**src/rtl/constraint_pkg.sv**
```systemverilog
// Shared types and defaults for the constraint verdict collector and its encoder.
package constraint_pkg;

    localparam int CVC_NUM_CONS = 64;
    localparam int CVC_CNT_W    = 32;

    // A single-bit constraint vector still needs a one-bit index field.
    function automatic int cvc_idx_w(input int n);
        return (n > 1) ? $clog2(n) : 1;
    endfunction

    localparam int CVC_IDX_W = cvc_idx_w(CVC_NUM_CONS);

    typedef enum logic [1:0] {
        IDLE   = 2'd0,
        ACCUM  = 2'd1,
        DRAIN  = 2'd2,
        REPORT = 2'd3
    } cvc_state_e;

    typedef struct packed {
        logic [CVC_CNT_W-1:0] total;
        logic [CVC_CNT_W-1:0] sat;
        logic                 all_sat;
        logic [CVC_IDX_W-1:0] fail_idx;
        logic                 fail_vld;
    } cvc_verdict_t;

endpackage

```
**src/rtl/cons_lowest_zero.sv**
```systemverilog
// Priority encoder: reports whether any constraint bit is 0 and the index of the lowest such bit.
module cons_lowest_zero
    import constraint_pkg::*;
#(
    parameter int NUM_CONS = CVC_NUM_CONS,
    parameter int IDX_W    = cvc_idx_w(NUM_CONS)
) (
    input  logic [NUM_CONS-1:0] i_cons,
    output logic                o_found,
    output logic [IDX_W-1:0]    o_idx
);

    always_comb begin
        o_found = ~(&i_cons);
        o_idx   = '0;
        // Scan downwards so the lowest zero is the last one written.
        for (int i = NUM_CONS - 1; i >= 0; i--) begin
            if (!i_cons[i]) begin
                o_idx = IDX_W'(i);
            end
        end
    end

endmodule

```
**src/rtl/constraint_verdict_collector.sv**
```systemverilog
// Collects per-candidate constraint results into one verdict per batch.
// State | meaning: IDLE no batch open; ACCUM batch open; DRAIN last accepted, pipeline flushing; REPORT verdict offered.
module constraint_verdict_collector
    import constraint_pkg::*;
#(
    parameter int NUM_CONS = CVC_NUM_CONS,
    parameter int CNT_W    = CVC_CNT_W,
    localparam int IDX_W   = cvc_idx_w(NUM_CONS)
) (
    input  logic                clk,
    input  logic                rst_n,
    input  logic                in_valid,
    output logic                in_ready,
    input  logic [NUM_CONS-1:0] in_cons,
    input  logic                in_last,
    output logic                out_valid,
    input  logic                out_ready,
    output logic [CNT_W-1:0]    out_total_cnt,
    output logic [CNT_W-1:0]    out_sat_cnt,
    output logic                out_all_sat,
    output logic [IDX_W-1:0]    out_fail_idx,
    output logic                out_fail_vld,
    output logic                busy
);

    cvc_state_e          r_state;
    cvc_state_e          w_state_nxt;
    logic                w_accept;
    logic                w_leave_report;
    logic                r_s1_vld;
    logic                r_s1_last;
    logic [NUM_CONS-1:0] r_s1_cons;
    logic                r_s2_last;
    logic                w_found;
    logic [IDX_W-1:0]    w_low_idx;
    logic [CNT_W-1:0]    r_total;
    logic [CNT_W-1:0]    r_sat;
    logic                r_fail_vld;
    logic [IDX_W-1:0]    r_fail_idx;
    logic                r_out_vld;
    logic [CNT_W-1:0]    r_out_total;
    logic [CNT_W-1:0]    r_out_sat;
    logic                r_out_all_sat;
    logic [IDX_W-1:0]    r_out_fail_idx;
    logic                r_out_fail_vld;

    assign in_ready       = rst_n & ((r_state == IDLE) | (r_state == ACCUM));
    assign w_accept       = in_valid & in_ready;
    assign w_leave_report = (r_state == REPORT) & r_out_vld & out_ready;

    always_ff @(posedge clk) begin
        if (!rst_n) begin
            r_state <= IDLE;
        end else begin
            r_state <= w_state_nxt;
        end
    end

    always_comb begin
        w_state_nxt = r_state;
        case (r_state)
            IDLE:    if (w_accept) w_state_nxt = in_last ? DRAIN : ACCUM;
            ACCUM:   if (w_accept && in_last) w_state_nxt = DRAIN;
            DRAIN:   if (r_s2_last) w_state_nxt = REPORT;
            REPORT:  if (w_leave_report) w_state_nxt = IDLE;
            default: w_state_nxt = IDLE;
        endcase
    end

    always_ff @(posedge clk) begin
        if (!rst_n) begin
            r_s1_vld  <= 1'b0;
            r_s1_last <= 1'b0;
            r_s1_cons <= '0;
            r_s2_last <= 1'b0;
        end else begin
            r_s1_vld  <= w_accept;
            r_s1_last <= in_last;
            r_s1_cons <= in_cons;
            r_s2_last <= r_s1_vld & r_s1_last;
        end
    end

    cons_lowest_zero #(
        .NUM_CONS (NUM_CONS),
        .IDX_W    (IDX_W)
    ) u_lowest_zero (
        .i_cons  (r_s1_cons),
        .o_found (w_found),
        .o_idx   (w_low_idx)
    );

    // Accumulators; the pipeline is always empty in REPORT, so clear and update never collide.
    always_ff @(posedge clk) begin
        if (!rst_n || w_leave_report) begin
            r_total    <= '0;
            r_sat      <= '0;
            r_fail_vld <= 1'b0;
            r_fail_idx <= '0;
        end else if (r_s1_vld) begin
            if (!(&r_total)) r_total <= r_total + CNT_W'(1);
            if (!w_found && !(&r_sat)) r_sat <= r_sat + CNT_W'(1);
            if (w_found && !r_fail_vld) begin
                r_fail_vld <= 1'b1;
                r_fail_idx <= w_low_idx;
            end
        end
    end

    always_ff @(posedge clk) begin
        if (!rst_n) begin
            r_out_vld      <= 1'b0;
            r_out_total    <= '0;
            r_out_sat      <= '0;
            r_out_all_sat  <= 1'b0;
            r_out_fail_idx <= '0;
            r_out_fail_vld <= 1'b0;
        end else if (w_leave_report) begin
            r_out_vld <= 1'b0;
        end else if ((r_state == REPORT) && !r_out_vld) begin
            r_out_vld      <= 1'b1;
            r_out_total    <= r_total;
            r_out_sat      <= r_sat;
            r_out_all_sat  <= (r_sat == r_total);
            r_out_fail_idx <= r_fail_idx;
            r_out_fail_vld <= r_fail_vld;
        end
    end

    assign out_valid     = r_out_vld;
    assign out_total_cnt = r_out_total;
    assign out_sat_cnt   = r_out_sat;
    assign out_all_sat   = r_out_all_sat;
    assign out_fail_idx  = r_out_fail_idx;
    assign out_fail_vld  = r_out_fail_vld;
    assign busy          = (r_state != IDLE) | r_s1_vld | r_s2_last;

endmodule
```
**config.mk**
```make
export PLATFORM = sky130hd
export DESIGN_NAME = constraint_verdict_collector
export DESIGN_NICKNAME = d
export VERILOG_FILES = /design/src/rtl/constraint_pkg.sv /design/src/rtl/cons_lowest_zero.sv /design/src/rtl/constraint_verdict_collector.sv
export SDC_FILE = /design/constraint.sdc
export NUM_CORES = 1
export LEC_CHECK = 0
export ABC_AREA = 0
export BUFFER_PORTS_ARGS = -buffer_cell sky130_fd_sc_hd__buf_2
export CORE_MARGIN = 10
export CORE_UTILIZATION = 35
export CTS_CLUSTER_DIAMETER = 100
export DETAILED_ROUTE_END_ITERATION = 10
export PLACE_DENSITY = 0.56
export SLEW_MARGIN = 20
export SYNTH_ARGS = -nofsm -noshare
export SYNTH_HDL_FRONTEND = slang
export SYNTH_SLANG_ARGS = --single-unit
export TNS_END_PERCENT = 1
```
**constraint.sdc**
```tcl
create_clock -name clk -period 6.09 [get_ports clk]
set_input_delay 0.3045 -clock clk [delete_from_list [all_inputs] [get_ports clk]]
set_output_delay 0.3045 -clock clk [all_outputs]
set_load 0.05 [all_outputs]
```
; After elaboration in Yosys (flattened, before gate mapping)
; Index checks and enable logic that the tools add are counted.
[totals]
input_bits = 69
out_inout_bits = 75
word_cells = 127
regBits = 213
[op_classes]
reduce_logical = 20
n_mux = 70
eq_ne = 8
n_bitwise = 12
add_sub_neg = 2
[op_table]
columns = op, count
row1 = two-way mux 6 bit, 64
row2 = "adder 32 x 1 -> 32 bit, second input constant", 2
row3 = AND reduction 32 bit, 2
row4 = AND reduction 64 bit, 1
row5 = == test 32 bit, 1
row6 = two-way mux 2 bit, 5
row7 = case mux 2 bit (4 select lines), 1
row8 = AND reduction 2 bit, 4
row9 = "inequality test 2 bit, second input constant", 3
row10 = bitwise AND 1 bit, 5
row11 = "== test 2 bit, second input constant", 2
row12 = logical AND 1 bit, 4
row13 = logical NOT 1 bit, 4
row14 = NOT 1 bit, 4
row15 = AND reduction 4 bit, 1
row16 = bitwise OR 1 bit, 3
row17 = "== test 2 x 1 -> 1 bit, second input constant", 1
row18 = logical NOT 2 bit, 1
row19 = "inequality test 2 x 1 -> 1 bit, second input constant", 1
row20 = nonzero test 2 bit, 1
row21 = OR reduction 2 bit, 1
row22 = logical OR 1 bit, 1

; Logic depth before layout (Yosys ltp)
; Gate-level depths: netlist of the first run.
[logic_depth]
ltp_word = 64
depth_mapped = 9
ltp_nobuf = 8

; Cells and area by module
; Synthesis of the first run repeated with hierarchy kept, for this count alone.
[hier_totals]
cells_unflattened = 1111
hier_area_um2 = 9257.6
[by_module_without_submodules]
columns = mod, area_per_inst_um2, cells_each, instances, seq_area_each_um2
row1 = constraint_verdict_collector, 8468.1, 964, 1, 4264.1
row2 = cons_lowest_zero, 789.5, 147, 1, 0.0

; Worst setup path before layout of the first run
; OpenSTA, ideal clock, no wires.
[synth_path]
path_type = flip-flop to flip-flop
start = register r_s1_cons[23]
end = register r_sat[25]
setup_time_ps = 70
path_stages_with_launch = 8
setup_slack_ps = 3456
arrival_time_ps = 2564
cell_sequence = dfxtp_1 -> nand4_2 -> or4_4 -> or4b_4 -> buf_6 -> or2_4 -> or4_1 -> a21oi_1
[synth_via]
elab_chain_cells = 3
[synth_rtl]
columns = item, line
row1 = from (decl), constraint_verdict_collector.sv:32  ; logic [NUM_CONS-1:0] r_s1_cons;
row2 = from (signal assigned), constraint_verdict_collector.sv:79  ; r_s1_cons <= in_cons;
row3 = AND reduction 64 bit, cons_lowest_zero.sv:14  ; o_found = ~(&i_cons);
row4 = logical AND 1 bit, constraint_verdict_collector.sv:102  ; if (!w_found && !(&r_sat)) r_sat <= r_sat + CNT_W'(1);
row5 = AND reduction 2 bit (no line), -
row6 = to (signal assigned), constraint_verdict_collector.sv:102
row7 = to (decl), constraint_verdict_collector.sv:37  ; logic [CNT_W-1:0] r_sat;
; No other way between the ends.
; A chain may end at the register's enable or synchronous reset.

; Worst setup path in the final report of the first run
[layout_path]
start = register r_s1_vld
end = register r_sat[24]
[layout_via]
elab_chain_cells = 1
[layout_rtl]
columns = item, line
row1 = from (decl), constraint_verdict_collector.sv:30  ; logic r_s1_vld;
row2 = from (signal assigned), constraint_verdict_collector.sv:77  ; r_s1_vld <= w_accept;
row3 = AND reduction 2 bit (no line), -
; No other way between the ends.

==> results of run 1 <==
==> worst paths after layout <==
check             depth (start not counted)  slack [ns]          start              end
hold / removal                            2        0.02    in_cons[40]    r_s1_cons[40]
setup / recovery                          5        3.18       r_s1_vld        r_sat[24]
setup reg to reg                          5        3.18       r_s1_vld        r_sat[24]
hold reg to reg                           2        0.45  r_fail_idx[1]  out_fail_idx[1]
==> layout by cell type (no fill, tap or decap), types with 3 or more instances in the layout <==
| master | instances |
|---|---|
| ha_1 | 6 |
| a21oi_1 | 92 |
| clkbuf_16 | 24 |
| nor2b_1 | 3 |
| and3_1 | 7 |
| a31oi_1 | 5 |
| o31ai_1 | 4 |
| and2_1 | 69 |
| dlygate4sd3_1 | 58 |
| nand2_1 | 196 |
| buf_2 | 143 |
| nand2b_1 | 8 |
| buf_4 | 5 |
| o21a_1 | 3 |
| xor2_1 | 49 |
| clkbuf_1 | 3 |
| a211oi_1 | 4 |
| or3_1 | 7 |
| a311oi_1 | 3 |
| and4_1 | 13 |
| clkbuf_8 | 5 |
| or4_1 | 6 |
| nand4_1 | 51 |
| nor3_1 | 24 |
| dfxtp_1 | 213 |
| nor4_1 | 23 |
| nand3_1 | 33 |
| o21ai_0 | 19 |
| bufinv_16 | 4 |
| o2111ai_1 | 3 |
| nor2_1 | 70 |
| xnor2_1 | 30 |
| inv_1 | 24 |
| o41ai_1 | 3 |
| clkinv_2 | 4 |
==> worst register-to-register path: stages, from the launching register on <==
cell	delay [ns]
dfxtp_1	0.73
clkinv_1	0.57
a2111oi_2	0.62
nand2_1	0.31
o311ai_0	0.40
o41ai_1	0.13
==> flip-flops by register name (all words and copies together) (netlist names) <==
| name | flops |
|---|---|
| out_all_sat | 1 |
| out_fail_idx | 6 |
| out_fail_vld | 1 |
| out_sat_cnt | 32 |
| out_total_cnt | 32 |
| out_valid | 1 |
| r_fail_idx | 6 |
| r_fail_vld | 1 |
| r_s1_cons | 64 |
| r_s1_last | 1 |
| r_s1_vld | 1 |
| r_s2_last | 1 |
| r_sat | 32 |
| r_state | 2 |
| r_total | 32 |
==> layout make-up <==
type | count | area (um2) | area share
inverters | 26 | 97.6 | 0.00859
flip-flops and latches | 213 | 4260 | 0.375
clock buffers | 32 | 681 | 0.0599
well taps | 330 | 413 | 0.0363
repair buffers | 206 | 1330 | 0.117
multi-input cells | 773 | 4400 | 0.387
clock inverters | 11 | 171 | 0.0151
==> metrics by stage <==
stage | hold WS (ns) | cell area (um2)
finish | 0.0183 | 11400
global route | 0.0000193 | 11400
global placement | 0.440 | 9930
detailed placement | 0.443 | 9930
floorplan | 0.426 | 9000
CTS | 0.00242 | 11400
==> cell families after synthesis <==
kind of cell / count (synthesis) / share of synthesized area
DFF: 213 / 0.474
adders and majority gates: 6 / 0.00834
muxes: 2 / 0.00222
xor gates and xnor gates: 79 / 0.0769
buffers and inverters: 91 / 0.0389
AOI/OAI and AO/OA: 163 / 0.111
and+or+nand+nor: 523 / 0.289
==> cell usage after synthesis (3+ instances only) <==
cell type	instances
xnor2_1	30
clkbuf_1	58
o2111ai_1	3
a21oi_1	92
nor2b_1	4
nand4_1	51
xor2_1	49
and4_1	13
nor3_1	24
buf_1	5
o31ai_1	4
and3_1	7
nand2_1	197
ha_1	6
dfxtp_1	213
inv_1	25
or4_1	6
o21ai_0	19
and2_1	69
nor2_1	70
nand2b_1	9
or3_1	7
o21a_1	3
a311oi_1	3
a211oi_1	4
o41ai_1	3
nand3_1	33
nor4_1	23
a31oi_1	5
==> layer usage <==
layer / share of wire / vias up
met4: 0.022 / 4
li1: - / 4042
met2: 0.47 / 205
met3: 0.061 / 41
met1: 0.45 / 3680
met5: 0.00056 / -
==> repair_timing <==
item	CTS	global route
buffers inserted	0	0
endpoints found under the hold margin	57	1
gates resized for setup	0	0
hold buffers	57	1
==> report_power, final <==
| part | switching [mW] | total, mW | internal (mW) | leakage, nW |
|---|---|---|---|---|
| sequential | 0.0429 | 1.47 | 1.43 | 1.73 |
| clock | 0.573 | 1.53 | 0.954 | 0.415 |
| combinational | 0.169 | 0.273 | 0.104 | 2.26 |
| total | 0.784 | 3.27 | 2.49 | 4.41 |
==> results.md, run 1 <==
* Power Dens Cells at 288 nW/um2
* Largest net degree at the start of global routing at 74
* Clk_skew at 0.0271 ns
* Synth async-reset ratio at 0
* Critical Path Slowest Stage Cell: dfxtp_1
* Row count at 58
* Highest clock rate at 344 MHz
* Reg clk slew, reported paths at 0.06 ns
* # setup viols final at 0
* Initial antenna violation count at 2
* Area Overhead vs Synth at 26.3%
* Post-DP HPWL at 18.1 mm
* Later-pin clock latency in the skew report at 0.53 ns
* Worst Setup End Kind: register
* Vias per Instance at 5.01
* DRC Markers at 0
* Post-Syn Nets at 1152
* Core area at 25300 um2
* TritonCTS Buffers at 24
* CTS H-tree lvls at 1
* Family with the most delay on the worst path: compound AO/OA/AOI/OAI gates
* DIE HEIGHT at 180 um
* Number of global-route vias before repair at 7832
* Register bit total from synthesis at 213
* Total gr overflow at 0
* Worst Tran Pin Value at 0.941 ns
* Area leader, netlist: dfxtp_1
* Final ANT Viol Nets at 0
* Post-synth top area share at 0.474
* Synth cell types at 60
* HP Class: in -> reg
* Post-synthesis instance total at 1077
* Critical path cell sequence: clkinv_1 -> a2111oi_2 -> nand2_1 -> o311ai_0 -> o41ai_1
* Ys flop type: dfxtp_1
* Critical Path Fanout Max at 17
* Routed length per instance at 15.8 um
* Max incr delay on CP at 0.73 ns
* Power, Total at 3.27 mW
* Yosys warnings at 0
* Fin. max-slew vios at 0
* Number of synthesized flops with an enable pin at 0
* FILL cells at 2530
* Initial Util at 0.356
* Mean post-synth cell area at 8.36 um2
* Status: finished clean
* Via count at 7972
* CTS sink cnt at 213
* Total Wirelength at 25.2 mm
* Number of DRC markers in iteration 0 at 400
* Cell total after placement at 1490
* I/O Buffers at 143
* Hold Fails Final Rpt at 0
* # IOs at 144
* Worst endpoint required time at 6.46 ns
* Final Core Density at 0.450
* Drt pass-1 iters at 5
* First-pass GRT wire length at 41.0 mm
* Max Cap Viol at 0
* Final Critical Period at 2.91 ns
* Rel. slew slack at 0.367
* P_leak at 4.41 nW
* Met3 Usage GRT at 0.0396
* Post-synthesis sequential area ratio at 0.474
* Setup TNS after final layout at 0 ns
* Routing usage on met1 at 0.186
* Number of diodes at 0
* Clock buffer depth at 3
* Die width at 180 um
* CP startpoint kind: register
* Peak VDD IR at 0.198 mV
* WP data arrival at 3.28 ns
* Synth top area cells: dfxtp_1 (47%), nand2_1 (8.2%), a21oi_1 (5.1%), and2_1 (4.8%), xor2_1 (4.8%)
* RSZ-0062 raised after global routing: false
* Routability cong. at 0.838
* CP Buf/Inv Count at 1
* Met2 usage at 0.245
* Mapped Area at 9000 um2
* Share of cells above drive strength 1 at 0.162
* Fin worst setup slack at 3.18 ns
* Total Routing Usage GR at 0.148
* Nets at 1319
* Place WS at 3.23 ns
* Die ar. at 32500 um2
* Critical path type: reg -> reg
* Crit share post-route at 0.478
* Most Used Layer, Global Route: met2
* Clk root buf: clkbuf_16
* Non-Filler Instances at 1591
* CTS tree: built
No activity file was read; power rests on OpenSTA's default activity.
==> inputs of run 2 (changes only) <==
--- a/config.mk
+++ b/config.mk
@@ -11,7 +11,7 @@
 export CORE_UTILIZATION = 35
 export CTS_CLUSTER_DIAMETER = 100
 export DETAILED_ROUTE_END_ITERATION = 10
-export PLACE_DENSITY = 0.56
+export PLACE_DENSITY = 0.58
 export SLEW_MARGIN = 20
 export SYNTH_ARGS = -nofsm -noshare
 export SYNTH_HDL_FRONTEND = slang
==> constraint.sdc (replaced) <==
create_clock -name clk -period 2.45 [get_ports clk]
set_input_delay 0.1225 -clock clk [delete_from_list [all_inputs] [get_ports clk]]
set_output_delay 0.1225 -clock clk [all_outputs]
set_load 0.05 [all_outputs]
==> results.md, run 2 (same netlist as run 1, synthesis figures left out) <==
* Clk_skew at 0.00828 ns
* Reg clk slew, reported paths at 0.06 ns
* Largest net degree at the start of global routing at 65
* Final ANT Viol Nets at 0
* Worst Setup End Kind: register
* Initial Util at 0.356
* DRC Markers at 0
* Routed length per instance at 15.7 um
* FF-to-FF End: r_sat[25]
* Reg2Reg Setup Slack at -0.14 ns
* Power, Total at 8.23 mW
* Hold endpoint: r_state[0]
* Nets at 1455
* Clk root buf: clkbuf_16
* Vias per Instance at 4.91
* Largest register by flop count: r_s1_cons
* Routability cong. at 0.848
* Rel. slew slack at 0.558
* Most frequent cells in the layout: dfxtp_1 (195), nand2_1 (194), buf_2 (143), buf_4 (130), a21oi_1 (90)
* Drt pass-1 iters at 5
* Fin area at 12600 um2
* Fin. max-slew vios at 0
* Worst Tran Pin Value at 0.663 ns
* Failing checks: setup timing
* Number of DRC markers in iteration 0 at 375
* Via count at 8472
* Non-Filler Instances at 1727
* # IOs at 144
* CTS tree: built
* Die ar. at 32500 um2
* Worst endpoint required time at 2.89 ns
* Final Critical Period at 2.59 ns
* P_leak at 5.12 nW
* Number of global-route vias before repair at 8402
* I/O Buffers at 143
* Share of cells above drive strength 1 at 0.264
* Placed cell areas at 10800 um2
* Total gr overflow at 0
* Critical path type: reg -> reg
* Leading cell type in the layout, fill and taps excluded: dfxtp_1
* Reg2Reg Depth at 6
* Initial antenna violation count at 1
* TritonCTS Buffers at 23
* Total Routing Usage GR at 0.158
* Worst Hold Launch: out_ready
* Power Dens Cells at 655 nW/um2
* Peak VDD IR at 0.402 mV
* HP Class: in -> reg
* Fin worst setup slack at -0.136 ns
* RSZ-0062 raised after global routing: true
* Reg2Reg Launch Point: r_s1_cons[34]
* # setup viols final at 11
* Hold Fails Final Rpt at 0
* Post-DP HPWL at 19.6 mm
* Area Overhead vs Synth at 39.6%
* Crit share post-route at 1.06
* DIE HEIGHT at 180 um
* Hold path cells at 4
* WP data arrival at 3.03 ns
* Largest register FFs at 64
* Critical Path Fanout Max at 6
* Core area at 25300 um2
* Status: complete, but fails checks
* Die width at 180 um
* CP startpoint kind: register
* First-pass GRT wire length at 43.6 mm
* Later-pin clock latency in the skew report at 0.51 ns
* CTS H-tree lvls at 1
* Cell total after placement at 1597
* Row count at 58
* CTS sink cnt at 213
* Total Wirelength at 27.0 mm
* Highest clock rate at 387 MHz
* Max Cap Viol at 0
* Clock buffer depth at 3
run 2: cell count changes in the layout (fill, tap and decap cells not counted), sizes merged:
cell         change
dlygate4sd3     +10
clkinv           +1
buf            +127
diode            +1
bufinv           +1
clkbuf           -4
run 2: how the worst max path moves through the flow:
stage / start / cells after the start / endpoint
after floorplan: r_s1_cons[40] / 7 / r_sat[25]
after detailed placement: r_s1_cons[39] / 6 / r_sat[25]
after CTS: r_s1_cons[22] / 6 / r_sat[25]
after global routing: r_s1_cons[33] / 6 / r_sat[25]
final: r_s1_cons[34] / 6 / r_sat[25]
after global placement: r_s1_cons[39] / 8 / r_sat[0]
run 2: report_power, final:
group / switching (mW) / total (mW) / leakage (nW) / internal (mW)
Combinational: 0.482 / 0.818 / 2.97 / 0.336
Clock: 1.41 / 3.77 / 0.408 / 2.36
Sequential: 0.0794 / 3.64 / 1.74 / 3.56
Total: 1.97 / 8.23 / 5.12 / 6.26
run 2: area by class of cell:
cell class / instances / area (um2)
Multi-Input combinational cell: 773 / 4520
Tap cell: 330 / 413
Clock inverter: 13 / 195
Clock buffer: 28 / 634
Fill cell: 2421 / 12700
Antenna cell: 1 / 2.50
Inverter: 26 / 97.6
Sequential cell: 213 / 4290
Timing Repair Buffer: 343 / 2410
run 2: layer usage:
| metal | vias up | part of all wire | track usage |
|---|---|---|---|
| li1 | 4318 | - | - |
| met1 | 3911 | 0.45 | 0.196 |
| met2 | 204 | 0.47 | 0.266 |
| met3 | 39 | 0.060 | 0.0386 |
| met4 | 0 | 0.020 | 0.0463 |
| met5 | - | 0 | 0 |
run 2: timing repair:
action,CTS,global route
setup endpoints to repair,22,34
cloned,0,0
hold buffers,68,0
gates resized for setup,13,19
hold endpoints to repair,68,0
setup buffers,19,1
pin swaps,8,4
run 2: through the flow:
stage / utilization / hold slack, ns / setup slack, ns / TNS [ns]
global route: 0.498 / 0.142 / -0.227 / -1.91
detailed placement: 0.427 / 0.331 / -0.162 / -1.96
global placement: 0.427 / 0.332 / -0.128 / -1.02
finish: 0.498 / 0.130 / -0.136 / -0.431
CTS: 0.493 / 0.110 / -0.0822 / -0.0838
floorplan: - / 0.244 / -0.0853 / -0.0853
run 2: worst max-delay path, cell delays in order (launching register included):
cell     delay [ns]
dfxtp_1        0.35
nand4_1        0.19
or4_4          0.55
or4b_4         0.53
or2_4          0.29
or4_1          0.49
a21oi_2        0.12
==> inputs of run 3 (changes only) <==
--- a/config.mk
+++ b/config.mk
@@ -11,7 +11,7 @@
 export CORE_UTILIZATION = 35
 export CTS_CLUSTER_DIAMETER = 100
 export DETAILED_ROUTE_END_ITERATION = 10
-export PLACE_DENSITY = 0.58
+export PLACE_DENSITY = 0.56
 export SLEW_MARGIN = 20
 export SYNTH_ARGS = -nofsm -noshare
 export SYNTH_HDL_FRONTEND = slang
==> constraint.sdc (replaced) <==
create_clock -name clk -period 2.55 [get_ports clk]
set_input_delay 0.1275 -clock clk [delete_from_list [all_inputs] [get_ports clk]]
set_output_delay 0.1275 -clock clk [all_outputs]
set_load 0.05 [all_outputs]
==> results.md, run 3 (same netlist as run 1, synthesis figures left out) <==
* Reg2Reg Setup Slack at -0.02 ns
* Die width at 180 um
* Crit share post-route at 1.01
* RSZ-0062 raised after global routing: true
* Power Dens Cells at 656 nW/um2
* Most frequent cells in the layout: nand2_1 (196), dfxtp_1 (195), buf_2 (143), a21oi_1 (91), buf_4 (83)
* Peak VDD IR at 0.418 mV
* Met2 WL at 12.5 mm
* Area Overhead vs Synth at 35.3%
* Cell total after placement at 1564
* Max Cap Viol at 0
* Final Critical Period at 2.57 ns
* # IOs at 144
* Hold endpoint: r_state[0]
* CTS sink cnt at 213
* DIE HEIGHT at 180 um
* Final ANT Viol Nets at 0
* CP startpoint kind: register
* Clk root buf: clkbuf_16
* Wire length on met3 at 1.48 mm
* Placed cell areas at 10500 um2
* First-pass GRT wire length at 43.5 mm
* Reg2Reg Launch Point: r_s1_cons[26]
* Worst Hold Launch: out_ready
* WP data arrival at 3.01 ns
* Failing checks: setup timing
* # setup viols final at 1
* Fin. max-slew vios at 0
* Highest clock rate at 390 MHz
* Hold Fails Final Rpt at 0
* FILL cells at 2451
* Total Routing Usage GR at 0.157
* I/O Buffers at 143
* Number of global-route vias before repair at 8395
* Final Core Density at 0.482
* Place WS at -0.0714 ns
* Reg clk slew, reported paths at 0.06 ns
* Row count at 58
* Core area at 25300 um2
* Post-DP HPWL at 19.3 mm
* HP Class: in -> reg
* CTS H-tree lvls at 1
* Critical path type: reg -> reg
* Rel. slew slack at 0.596
* DRC Markers at 0
* Total Wirelength at 26.5 mm
* Drt pass-1 iters at 5
* Clk_skew at 0.0166 ns
* FF-to-FF End: r_sat[25]
* Leading cell type in the layout, fill and taps excluded: nand2_1
* Hold path cells at 4
* Routability cong. at 0.845
* TritonCTS Buffers at 23
* Initial antenna violation count at 2
* Nets at 1408
* Worst Setup End Kind: register
* Status: complete, but fails checks
* Clock buffer depth at 3
* Setup TNS after final layout at -0.0170 ns
* Fin area at 12200 um2
* CTS tree: built
* Critical Path Fanout Max at 6
* Number of DRC markers in iteration 0 at 406
* Fin worst setup slack at -0.0170 ns
* Non-Filler Instances at 1681
* Largest net degree at the start of global routing at 65
* Worst endpoint required time at 3.00 ns
* Via count at 8294
* M1 WL at 12.0 mm
* P_leak at 4.89 nW
* Die ar. at 32500 um2
* Largest register by flop count: r_s1_cons
* Worst Tran Pin Value at 0.606 ns
* Largest register FFs at 64
* Reg2Reg Depth at 6
* Initial Util at 0.356
* Total gr overflow at 0
* Vias per Instance at 4.93
* Highest routed metal layer: met4
* Share of cells above drive strength 1 at 0.227
* Routed length per instance at 15.8 um
* Later-pin clock latency in the skew report at 0.52 ns
==> run 3: metal layers <==
metal / track usage / vias to the layer above
met2: 0.266 / 202
met1: 0.196 / 3833
met5: 0 / -
li1: - / 4217
met4: 0.0430 / 0
met3: 0.0355 / 42
==> run 3: per-stage QoR <==
| step | hold WS [ns] | power [mW] |
|---|---|---|
| after floorplan | 0.249 | 3.99 |
| after CTS | 0.117 | 8.06 |
| final | 0.124 | 7.98 |
| after global routing | 0.161 | 8.29 |
| after detailed placement | 0.336 | 4.24 |
| after global placement | 0.339 | 4.23 |
==> run 3: timing repair <==
| item | 4_1_cts | 5_1_grt |
|---|---|---|
| gates resized for setup | 1 | 17 |
| setup endpoints to repair | 6 | 16 |
| hold endpoints to repair | 68 | 0 |
| hold buffers | 68 | 0 |
| setup buffers | 0 | 6 |
| pin swaps | 0 | 6 |
==> run 3: layout make-up <==
| cell class | count | area (um2) | area share |
|---|---|---|---|
| Tap cell | 330 | 413 | 0.0339 |
| Antenna cell | 2 | 5.00 | 0.000411 |
| Timing Repair Buffer | 296 | 2060 | 0.169 |
| Sequential cell | 213 | 4290 | 0.352 |
| Clock inverter | 10 | 206 | 0.0170 |
| Multi-Input combinational cell | 773 | 4460 | 0.366 |
| Inverter | 26 | 97.6 | 0.00802 |
| Clock buffer | 31 | 646 | 0.0530 |
==> run 3: worst max-delay path by stage <==
stage	start	end	slack, ns
3_5_place_dp	r_s1_cons[39]	r_sat[0]	-0.07
3_3_place_gp	r_s1_cons[39]	r_sat[0]	-0.04
5_1_grt	r_s1_cons[26]	r_sat[25]	-0.09
6_report	r_s1_cons[26]	r_sat[25]	-0.02
2_1_floorplan	r_s1_cons[40]	r_sat[25]	0.01
4_1_cts	r_s1_cons[39]	r_sat[25]	-0.03
==> run 3: power by group <==
part	internal, mW	leakage (nW)	switching [mW]
Combinational	0.301	2.74	0.448
Clock	2.38	0.414	1.35
Sequential	3.42	1.74	0.0807
==> run 3: critical path: stages (launching register included) <==
cell and delay (ns):
dfxtp_2 0.34, nand4_1 0.13, or4_4 0.56, or4b_4 0.59, or2_4 0.28, or4_4 0.48, a21oi_2 0.12
